===== src/rtl/ram_ctrl_pkg.sv =====
// rtl/ram_ctrl_pkg.sv - shared types and helpers for the byte-wide RAM sequencer
package ram_ctrl_pkg;

    typedef enum logic [1:0] {
        IDLE = 2'b00,
        XFER = 2'b01,
        RESP = 2'b10
    } state_t;

    localparam logic [1:0] LEN_B = 2'b00;
    localparam logic [1:0] LEN_H = 2'b01;
    localparam logic [1:0] LEN_W = 2'b10;

    // Number of single-byte RAM cycles a request of this length needs
    function automatic logic [2:0] len_to_bytes(input logic [1:0] len);
        logic [2:0] n;
        case (len)
            LEN_B:   n = 3'd1;
            LEN_H:   n = 3'd2;
            default: n = 3'd4;
        endcase
        return n;
    endfunction

    // True when the access cannot be issued: bad alignment or the reserved length code
    function automatic logic misaligned(input logic [1:0] len, input logic [1:0] addr_lo);
        logic bad;
        case (len)
            LEN_B:   bad = 1'b0;
            LEN_H:   bad = addr_lo[0];
            LEN_W:   bad = |addr_lo;
            default: bad = 1'b1;
        endcase
        return bad;
    endfunction

endpackage


===== src/rtl/rr_arbiter2.sv =====
// rtl/rr_arbiter2.sv - two-way round-robin arbiter, bit 0 = fetch port, bit 1 = data port
module rr_arbiter2 (
    input  logic       clk,
    input  logic       rst,
    input  logic [1:0] req,
    input  logic       grant_en,
    output logic [1:0] grant
);

    // 1 when the data port was granted most recently; reset favours D on the first tie
    logic last_d;

    // One-hot grant; on a tie the port that did not win last time goes first
    always_comb begin
        grant = req;
        if (req == 2'b11) begin
            grant = last_d ? 2'b01 : 2'b10;
        end
    end

    // Pointer moves only when a grant is actually taken
    always_ff @(posedge clk) begin
        if (rst) begin
            last_d <= 1'b0;
        end else if (grant_en) begin
            last_d <= grant[1];
        end
    end

endmodule


===== src/rtl/ram_arbiter.sv =====
// rtl/ram_arbiter.sv - shares the byte-wide RAM between fetch and load/store ports
module ram_arbiter
    import ram_ctrl_pkg::*;
(
    input  logic        clk,
    input  logic        rst,
    input  logic        i_req,
    input  logic [31:0] i_addr,
    output logic        i_ack,
    output logic [31:0] i_rdata,
    output logic        i_err,
    input  logic        d_req,
    input  logic        d_rw,
    input  logic [1:0]  d_len,
    input  logic [31:0] d_addr,
    input  logic [31:0] d_wdata,
    output logic        d_ack,
    output logic [31:0] d_rdata,
    output logic        d_err,
    output logic        mem_rw,
    output logic [31:0] mem_addr,
    output logic [7:0]  mem_wdata,
    input  logic [7:0]  mem_rdata,
    input  logic        mem_exception
);

    state_t      state;
    logic        sel_d;
    logic [31:0] addr_q;
    logic [31:0] wdata_q;
    logic [31:0] rdata_q;
    logic        rw_q;
    logic [1:0]  len_q;
    logic        err_q;
    logic [1:0]  cnt;

    logic [1:0]  req;
    logic [1:0]  grant;
    logic        grant_en;
    logic [31:0] g_addr;
    logic [31:0] g_wdata;
    logic [1:0]  g_len;
    logic        g_rw;
    logic        last_byte;
    logic [4:0]  byte_sel;

    assign req      = {d_req, i_req};
    assign grant_en = (state == IDLE) && (|req);

    rr_arbiter2 u_arb (
        .clk      (clk),
        .rst      (rst),
        .req      (req),
        .grant_en (grant_en),
        .grant    (grant)
    );

    // Fields of the winning port; the fetch port is always a word read
    always_comb begin
        g_addr  = grant[1] ? d_addr  : i_addr;
        g_wdata = grant[1] ? d_wdata : 32'h0;
        g_len   = grant[1] ? d_len   : LEN_W;
        g_rw    = grant[1] & d_rw;
    end

    assign last_byte = ({1'b0, cnt} == (len_to_bytes(len_q) - 3'd1));
    assign byte_sel  = {cnt, 3'b000};

    // Sequencer: grant and latch, walk bytes little-endian, then one response cycle
    always_ff @(posedge clk) begin
        if (rst) begin
            state   <= IDLE;
            sel_d   <= 1'b0;
            addr_q  <= 32'h0;
            wdata_q <= 32'h0;
            rdata_q <= 32'h0;
            rw_q    <= 1'b0;
            len_q   <= LEN_B;
            err_q   <= 1'b0;
            cnt     <= 2'd0;
        end else begin
            case (state)
                IDLE: begin
                    if (grant_en) begin
                        sel_d   <= grant[1];
                        addr_q  <= g_addr;
                        wdata_q <= g_wdata;
                        rw_q    <= g_rw;
                        len_q   <= g_len;
                        rdata_q <= 32'h0;
                        cnt     <= 2'd0;
                        if (misaligned(g_len, g_addr[1:0])) begin
                            err_q <= 1'b1;
                            state <= RESP;
                        end else begin
                            err_q <= 1'b0;
                            state <= XFER;
                        end
                    end
                end
                XFER: begin
                    if (mem_exception) begin
                        err_q <= 1'b1;
                        state <= RESP;
                    end else begin
                        if (!rw_q) begin
                            rdata_q[byte_sel +: 8] <= mem_rdata;
                        end
                        if (last_byte) begin
                            state <= RESP;
                        end else begin
                            cnt <= cnt + 2'd1;
                        end
                    end
                end
                RESP: begin
                    state <= IDLE;
                end
                default: begin
                    state <= IDLE;
                end
            endcase
        end
    end

    // Port responses exist only in RESP; the RAM bus is quiet outside XFER
    always_comb begin
        i_ack     = (state == RESP) && !sel_d;
        d_ack     = (state == RESP) && sel_d;
        i_rdata   = i_ack ? rdata_q : 32'h0;
        i_err     = i_ack & err_q;
        d_rdata   = d_ack ? rdata_q : 32'h0;
        d_err     = d_ack & err_q;
        mem_addr  = 32'h0;
        mem_wdata = 8'h0;
        mem_rw    = 1'b0;
        if (state == XFER) begin
            mem_addr = addr_q + {30'h0, cnt};
            mem_rw   = rw_q & ~mem_exception;
            if (rw_q) begin
                mem_wdata = wdata_q[byte_sel +: 8];
            end
        end
    end

endmodule


===== config.mk =====
export PLATFORM = sky130hd
export DESIGN_NAME = ram_arbiter
export DESIGN_NICKNAME = d
export VERILOG_FILES = /design/src/rtl/ram_ctrl_pkg.sv /design/src/rtl/rr_arbiter2.sv /design/src/rtl/ram_arbiter.sv
export SDC_FILE = /design/constraint.sdc
export NUM_CORES = 1
export LEC_CHECK = 0
export CORE_MARGIN = 2
export CORE_UTILIZATION = 46
export CTS_BUF_LIST = sky130_fd_sc_hd__clkbuf_4
export DETAILED_ROUTE_END_ITERATION = 12
export HOLD_SLACK_MARGIN = 0.08
export MAX_ROUTING_LAYER = met4
export PLACE_DENSITY = 0.83
export SLEW_MARGIN = 30
export SYNTH_ARGS = -nofsm -noshare
export SYNTH_HDL_FRONTEND = slang
export SYNTH_SLANG_ARGS = --single-unit

===== constraint.sdc =====
create_clock -name clk -period 3.3 [get_ports clk]
set_input_delay 0.495 -clock clk [delete_from_list [all_inputs] [get_ports clk]]
set_output_delay 0.495 -clock clk [all_outputs]
set_load 0.05 [all_outputs]

==> reports/qor_table.md, run 1 <==
| Item | This run | Unit |
|:---|:---|:---|
| Xor and xnor area share after synthesis | 2.08 | % |
| I/O pin count | 221 | - |
| Floorplan die height | 117 | µm |
| Most common cell in the synthesized netlist | sky130_fd_sc_hd__dfxtp_1 | - |
| Data arrival at the endpoint of the critical path | 2.77 | ns |
| Dominant combinational cell family by area after synthesis | simple AND/OR/NAND/NOR gates | - |
| Starting utilization of the core area | 46.9 | % |
| Number of buffers between clock root and the deepest sink | 2 | - |
| Critical path required time | 2.80 | ns |
| Number of vias after detailed routing | 5920 | - |
| Total count of max-transition violations in the final report | 0 | - |
| Netlist cell types | 52 | - |
| EDFF count, synth | 0 | - |
| Number of sinks on the clock net | 105 | - |
| Filler cell count in the final layout | 999 | - |
| Maximum level of the CTS H-tree | 3 | - |
| Clock transition at the register clock pins on the worst setup and hold paths after CTS | 0.16 | ns |
| Synth Area in Adders | 1.83 | % |
| Critical path capture point type | output pin | - |
| Gate Count Post-Synth | 703 | - |
| Worst Max-Slew Pin Slew | 0.747 | ns |
| Synthesized-area fraction occupied by and/or/nand/nor cells | 29.3 | % |
| Final setup violation count | 0 | - |
| Count of yosys warnings during synthesis | 0 | - |
| Most area-hungry cell type in the Yosys netlist | sky130_fd_sc_hd__dfxtp_1 | - |
| Detail Placement HPWL | 12200 | µm |
| Area Growth Syn to Fin | 49.3 | % |
| Multiplexer fraction of the synthesized cell area | 9.17 | % |
| Final period utilization | 98.8 | % |
| Worst setup SP type | register | - |
| Floorplan core area | 12600 | µm² |
| Top post-synthesis cells by area | sky130_fd_sc_hd__dfxtp_1, sky130_fd_sc_hd__and2_1, sky130_fd_sc_hd__mux2i_1, sky130_fd_sc_hd__nor2_1, sky130_fd_sc_hd__a211oi_1 | - |
| Routability congestion estimate | 0.853 | - |
| Area of the die | 13700 | µm² |
| Maximum single-stage delay on the critical path | 0.79 | ns |
| Critical path's slowest cell | sky130_fd_sc_hd__or4_2 | - |
| Worst Hold Class | reg -> reg | - |
| Clock tree root driver cell | sky130_fd_sc_hd__clkbuf_4 | - |
| Proportion of synthesized chip area in sequential cells | 35.7 | % |
| Post-detailed-placement cell area | 8510 | µm² |
| Num rows | 41 | - |
| Total length of routed wires | 17000 | µm |
| Family with the most delay on the worst path | simple AND/OR/NAND/NOR gates | - |
| Max capacitance violation total | 0 | - |
| Area of the mapped netlist | 5890 | µm² |
| Worst Hold Slack | 0.488 | ns |
| Post-synth top cells | sky130_fd_sc_hd__dfxtp_1, sky130_fd_sc_hd__nor2_1, sky130_fd_sc_hd__and2_1, sky130_fd_sc_hd__a21oi_1, sky130_fd_sc_hd__clkbuf_1 | - |
| Maximum fanout count along the critical path | 4 | - |
| Power after layout | 3200 | µW |
| Vias in the first global route | 5335 | - |
| CTS tree | built | - |
| Antenna diodes | 0 | - |
| Power density normalized to cell area | 363 | nW/µm² |
| Overflow left after global routing | 0 | - |
| Per-instance average area after synthesis | 8.38 | µm² |
| Average wire per standard cell | 15.8 | µm |
| Clock latency at the later pin of the worst-skew pair | 0.48 | ns |
| Result of the run | finished clean | - |
| Portion of synthesized cell area occupied by the leading cell type | 35.7 | % |
| Number of buffer cells added on primary ports | 220 | - |
| Antenna violations before repair | 0 | - |
| Post-detailed-route count of antenna-violating nets | 0 | - |
| Compound-Gate Fraction of Synth Area | 17.2 | % |
| Layout cell share with drive strength beyond 1 | 14.2 | % |
| Die Wd | 117 | µm |
| Worst path bufs/invs | 1 | - |
| Global-route wire length before repair | 26600 | µm |
| Highest achievable clock rate | 307 | MHz |
| Type of the worst setup path | reg -> out | - |
| Number of CTS-inserted buffers | 9 | - |
| Pin count of the biggest net entering global routing | 66 | - |
| Total global routing track utilization | 25.2 | % |
| Reported leakage power | 0.00320 | µW |
| Maximum vdd ir drop | 193 | µV |
| Pre-Repair DR Iteration Count | 5 | - |
| Top flip-flop cell by instance count after synthesis | sky130_fd_sc_hd__dfxtp_1 | - |
| Series of cell instances along the critical path | ha_4 -> fa_2 -> nand3_4 -> or4_2 -> o31ai_2 -> a21oi_4 -> buf_12 | - |
| Hold violation total from the final report | 0 | - |
| Cell area after layout | 8800 | µm² |
| Layout Skew | 0.0242 | ns |
| Headroom to the max-slew limit | 49.8 | % |
| Setup repair after global routing missed its margin | yes | - |
| Crit path time final | 3.26 | ns |
| Synth Net Count | 823 | - |
| Yosys reg bits | 105 | - |
| Fraction of registers with async set or reset after synthesis | 0 | % |
| DRC viols | 0 | - |
| Vias per Instance | 5.50 | - |
| Number of nets in the layout | 1019 | - |
| Starting DRC count in detailed routing | 441 | - |
## timing repair
item | CTS | global route
pin swaps | 8 | 2
gates resized for setup | 17 | 9
hold buffers | 0 | 0
setup endpoints to repair | 12 | 37
cloned | 1 | 0
buffers inserted | 3 | 1
## sequential cells by signal (all words and copies together) (netlist names)
name and count:
rdata_q 32, u_arb.last_d 1, len_q 2, rw_q 1
cnt 2, state 2, wdata_q 32, err_q 1
addr_q 32
## kinds of logic (layout without fill, tap and decap cells)
family | Yosys count | after routing
xor gates and xnor gates | 14 | 14
AOI/OAI and AO/OA | 148 | 148
muxes | 44 | 44
DFF | 105 | 105
buffers and inverters | 71 | 271
and+or+nand+nor | 313 | 314
adders and majority gates | 8 | 8
## cells in the final DEF (no fill, tap or decap), types with 14 or more instances in the layout
master	count
sky130_fd_sc_hd__buf_4	38
sky130_fd_sc_hd__a211oi_1	34
sky130_fd_sc_hd__nor2_1	87
sky130_fd_sc_hd__a21oi_1	43
sky130_fd_sc_hd__buf_12	29
sky130_fd_sc_hd__mux2i_1	36
sky130_fd_sc_hd__and2_1	69
sky130_fd_sc_hd__nand4_1	16
sky130_fd_sc_hd__nand2_1	14
sky130_fd_sc_hd__nand3_1	35
sky130_fd_sc_hd__a22oi_1	34
sky130_fd_sc_hd__clkdlybuf4s50_1	177
sky130_fd_sc_hd__dfxtp_1	98
sky130_fd_sc_hd__nand2b_1	36
## report_power, final
part | total [µW] | internal (µW) | switching, µW
logic | 992 | 465 | 526
clock network | 686 | 236 | 450
registers | 1520 | 1380 | 138
## metrics by stage
| stage | util (%) | std cells | TNS, ns | setup WS [ns] |
|---|---|---|---|---|
| floorplan | - | 703 | 0 | 0.0234 |
| global placement | 67.7 | 1055 | 0 | 0.306 |
| detailed placement | 67.7 | 1055 | 0 | 0.247 |
| CTS | 69.7 | 1075 | 0 | 0.000322 |
| global route | 70.0 | 1076 | -0.135 | -0.0404 |
| finish | 70.0 | 1076 | 0 | 0.0385 |
## worst paths after layout
path / startpoint / endpoint / slack, ns / depth (start not counted)
setup / recovery: cnt[0] / mem_addr[30] / 0.04 / 7
hold / removal: rdata_q[15] / rdata_q[15] / 0.49 / 2
setup reg to reg: cnt[0] / rdata_q[3] / 1.02 / 6
hold reg to reg: rdata_q[15] / rdata_q[15] / 0.49 / 2
## worst min-delay path, delay by kind of cell (launching register included)
| family | cells | cell delay (ns) |
|---|---|---|
| flops | 1 | 0.35 |
| simple gates | 1 | 0.07 |
| compound gates | 1 | 0.05 |
## routing by layer
| layer | vias to the layer above | track usage (%) | routed length [µm] |
|---|---|---|---|
| li1 | 2918 | - | - |
| met1 | 2765 | 32.7 | 7360 |
| met2 | 210 | 40.5 | 8290 |
| met3 | 27 | 3.35 | 1020 |
| met4 | 0 | 9.10 | 360 |
| met5 | - | - | 0 |
## layout make-up
type | count | area (µm²) | area share [%]
clock buffer | 9 | 67.6 | 0.768
clock inverter | 7 | 76.3 | 0.867
inverter | 11 | 41.3 | 0.469
multi-input combinational | 528 | 3650 | 41.5
sequential | 105 | 2110 | 24.0
tap | 172 | 215 | 2.44
timing repair buffer | 244 | 2640 | 30.0
(Power assumes the default switching activity.)
==> inputs of run 2 (changes only) <==
CORE_UTILIZATION = 40   (was 46)
PLACE_DENSITY = 0.74   (was 0.83)
==> reports/qor_table.md, run 2 (synthesis results as in run 1) <==
| Item | This run | Unit | Change |
|:---|:---|:---|:---|
| Number of nets in the layout | 1025 | - | +0.59% |
| Crit-path most repeated cell | sky130_fd_sc_hd__or4_4 | - |  |
| Maximum vdd ir drop | 193 | µV | +0.19% |
| Vias in the first global route | 5499 | - | +3.1% |
| Pin count of the biggest net entering global routing | 43 | - | -35% |
| Maximum level of the CTS H-tree | 3 | - | unchanged |
| Total count of max-transition violations in the final report | 0 | - | unchanged |
| Antenna violations before repair | 0 | - | unchanged |
| Area Growth Syn to Fin | 53.0 | % |  |
| Number of sinks on the clock net | 105 | - | unchanged |
| Number of vias after detailed routing | 5847 | - | -1.2% |
| Total length of routed wires | 17600 | µm | +3.2% |
| Global-route wire length before repair | 28300 | µm | +6.2% |
| Final period utilization | 99.5 | % | +0.65 points |
| Leading cell type in the layout, fill and taps excluded | sky130_fd_sc_hd__clkdlybuf4s50_1 | - |  |
| Number of buffer cells added on primary ports | 220 | - | unchanged |
| I/O pin count | 221 | - | unchanged |
| Data arrival at the endpoint of the critical path | 2.79 | ns | +0.02 ns |
| Setup repair after global routing missed its margin | yes | - |  |
| Antenna diodes | 0 | - | unchanged |
| Worst Hold Class | in -> reg | - |  |
| Highest achievable clock rate | 305 | MHz | -0.66% |
| Proportion of total power due to net switching | 35.2 | % | +0.36 points |
| Type of the worst setup path | reg -> out | - |  |
| Floorplan die height | 125 | µm | +7.0% |
| Routability congestion estimate | 0.825 | - | -3.3% |
| Worst path bufs/invs | 1 | - | unchanged |
| Starting utilization of the core area | 40.7 | % | -6.2 points |
| Post-detailed-placement cell area | 8550 | µm² | +0.41% |
| Die Wd | 125 | µm | +7.0% |
| Pre-Repair DR Iteration Count | 5 | - | unchanged |
| Number of CTS-inserted buffers | 9 | - | unchanged |
| Clock transition at the register clock pins on the worst setup and hold paths after CTS | 0.18 | ns | +0.02 ns |
| Area taken by multi-input logic gates | 3660 | µm² | +0.31% |
| Detail Placement HPWL | 12700 | µm | +4.3% |
| Worst Max-Slew Pin Slew | 0.822 | ns | +0.0754 ns |
| Worst setup SP type | register | - |  |
| Final setup violation count | 0 | - | unchanged |
| Total global routing track utilization | 22.5 | % | -2.7 points |
| Vias per Instance | 5.34 | - | -2.9% |
| Result of the run | finished clean | - |  |
| Comb power frac | 31.1 | % | about the same |
| Floorplan core area | 14500 | µm² | +15% |
| Maximum fanout count along the critical path | 5 | - | +1 |
| Switching power | 1140 | µW | +2.4% |
| Internal power contribution | 2100 | µW | +0.79% |
| Sequential Power Share | 46.6 | % | -0.9 points |
| Area of the die | 15700 | µm² | +14% |
| Number of buffers between clock root and the deepest sink | 2 | - | unchanged |
| Critical path required time | 2.80 | ns | about the same |
| Maximum single-stage delay on the critical path | 0.59 | ns | -0.20 ns |
| Crit path time final | 3.28 | ns | +0.0216 ns |
| Max capacitance violation total | 0 | - | unchanged |
| Critical path's slowest cell | sky130_fd_sc_hd__or4_4 | - |  |
| Largest registers ranked by flip-flop count | addr_q: 32 flops, rdata_q: 32 flops, wdata_q: 32 flops | - |  |
| DRC viols | 0 | - | unchanged |
| Top library cells by usage in the layout, fill and taps aside | sky130_fd_sc_hd__clkdlybuf4s50_1, sky130_fd_sc_hd__dfxtp_1, sky130_fd_sc_hd__nor2_1, sky130_fd_sc_hd__and2_1, sky130_fd_sc_hd__dlymetal6s2s_1 | - |  |
| Critical path capture point type | output pin | - |  |
| Headroom to the max-slew limit | 44.7 | % | -5.1 points |
| CTS tree | built | - |  |
| Overflow left after global routing | 0 | - | unchanged |
| Series of cell instances along the critical path | ha_4 -> fa_2 -> nand3_4 -> or4_4 -> or4_4 -> a21oi_4 -> buf_12 | - |  |
| Post-detailed-route count of antenna-violating nets | 0 | - | unchanged |
| Fraction of power consumed by the clock network | 22.4 | % | +0.9 points |
| Number of standard cells in the final layout excluding fillers | 1094 | - | +1.7% |
| Reported leakage power | 0.00432 | µW | +35% |
| Power density normalized to cell area | 359 | nW/µm² | -1.0% |
| Cells after DPL | 1071 | - | +1.5% |
| Clock tree root driver cell | sky130_fd_sc_hd__clkbuf_4 | - |  |
| Starting DRC count in detailed routing | 386 | - | -12% |
| Post-route setup TNS | 0 | ns | unchanged |
| Filler cell count in the final layout | 1267 | - | +27% |
| Sequential Area | 2110 | µm² | unchanged |
| Clock latency at the later pin of the worst-skew pair | 0.48 | ns | about the same |
| Num rows | 44 | - | +7.3% |
| Family with the most delay on the worst path | simple AND/OR/NAND/NOR gates | - |  |
| Layout Skew | 0.0256 | ns | +0.00141 ns |
| Layout cell share with drive strength beyond 1 | 14.7 | % | +0.57 points |
| Average wire per standard cell | 16.1 | µm | +1.5% |
| Cell area after layout | 9020 | µm² | +2.4% |
| Hold violation total from the final report | 0 | - | unchanged |
==> run 2: cell count changes in the layout (fill, tap and decap cells not counted), moves of 2 or more <==
cell / delta
sky130_fd_sc_hd__or4_1: -3
sky130_fd_sc_hd__a21oi_2: -3
sky130_fd_sc_hd__dlymetal6s2s_1: +58
sky130_fd_sc_hd__a21oi_1: +2
sky130_fd_sc_hd__or4_4: +3
sky130_fd_sc_hd__buf_4: +6
sky130_fd_sc_hd__clkdlybuf4s50_1: -57
==> run 2: path summary, 6_finish.rpt <==
kind	from	end	slack (ns)	cells past startpoint
worst max-delay path	addr_q[0]	mem_addr[26]	0.02	7
worst min-delay path	rst	wdata_q[11]	0.40	2
worst max register to register	cnt[0]	rdata_q[5]	0.99	6
worst min register to register	rdata_q[11]	rdata_q[11]	0.49	2
==> run 2: area by class of cell <==
cell class	instances	share of cell area, %
Clock inverter	7	0.930
Multi-Input combinational cell	528	40.6
Tap cell	184	2.55
Timing Repair Buffer	250	31.3
Sequential cell	105	23.4
Clock buffer	9	0.749
Inverter	11	0.458
==> run 2: timing repair <==
item	CTS	global route
setup buffers	2	4
cloned	1	0
endpoints found under the setup margin	10	76
pin swaps	9	5
hold buffers	0	0
gates resized for setup	20	66
==> run 2: power by group through the flow <==
stage          combinational (µW)  clock (µW)  sequential, µW
6_report                     1010         725            1510
5_1_grt                      1100         799            1530
4_1_cts                      1010         746            1500
3_5_place_dp                  995           0            1520
3_3_place_gp                  984           0            1520
2_1_floorplan                 628           0            1480
==> run 2: per-stage QoR <==
step	setup slack, ns	hold WS [ns]	util [%]	power [µW]
floorplan	0.0234	0.450	-	2110
global route	-0.0581	0.370	62.3	3420
finish	0.0169	0.403	62.3	3240
detailed placement	0.246	0.467	59.0	2520
global placement	0.309	0.461	59.0	2500
CTS	-0.0569	0.368	60.8	3260
==> run 2: layer usage <==
metal / up-vias / GRT usage, % / wire length [µm]
li1: 2937 / - / -
met4: 0 / 7.39 / 341
met2: 161 / 36.5 / 8330
met3: 21 / 3.21 / 714
met1: 2728 / 29.0 / 8190
met5: - / - / 0
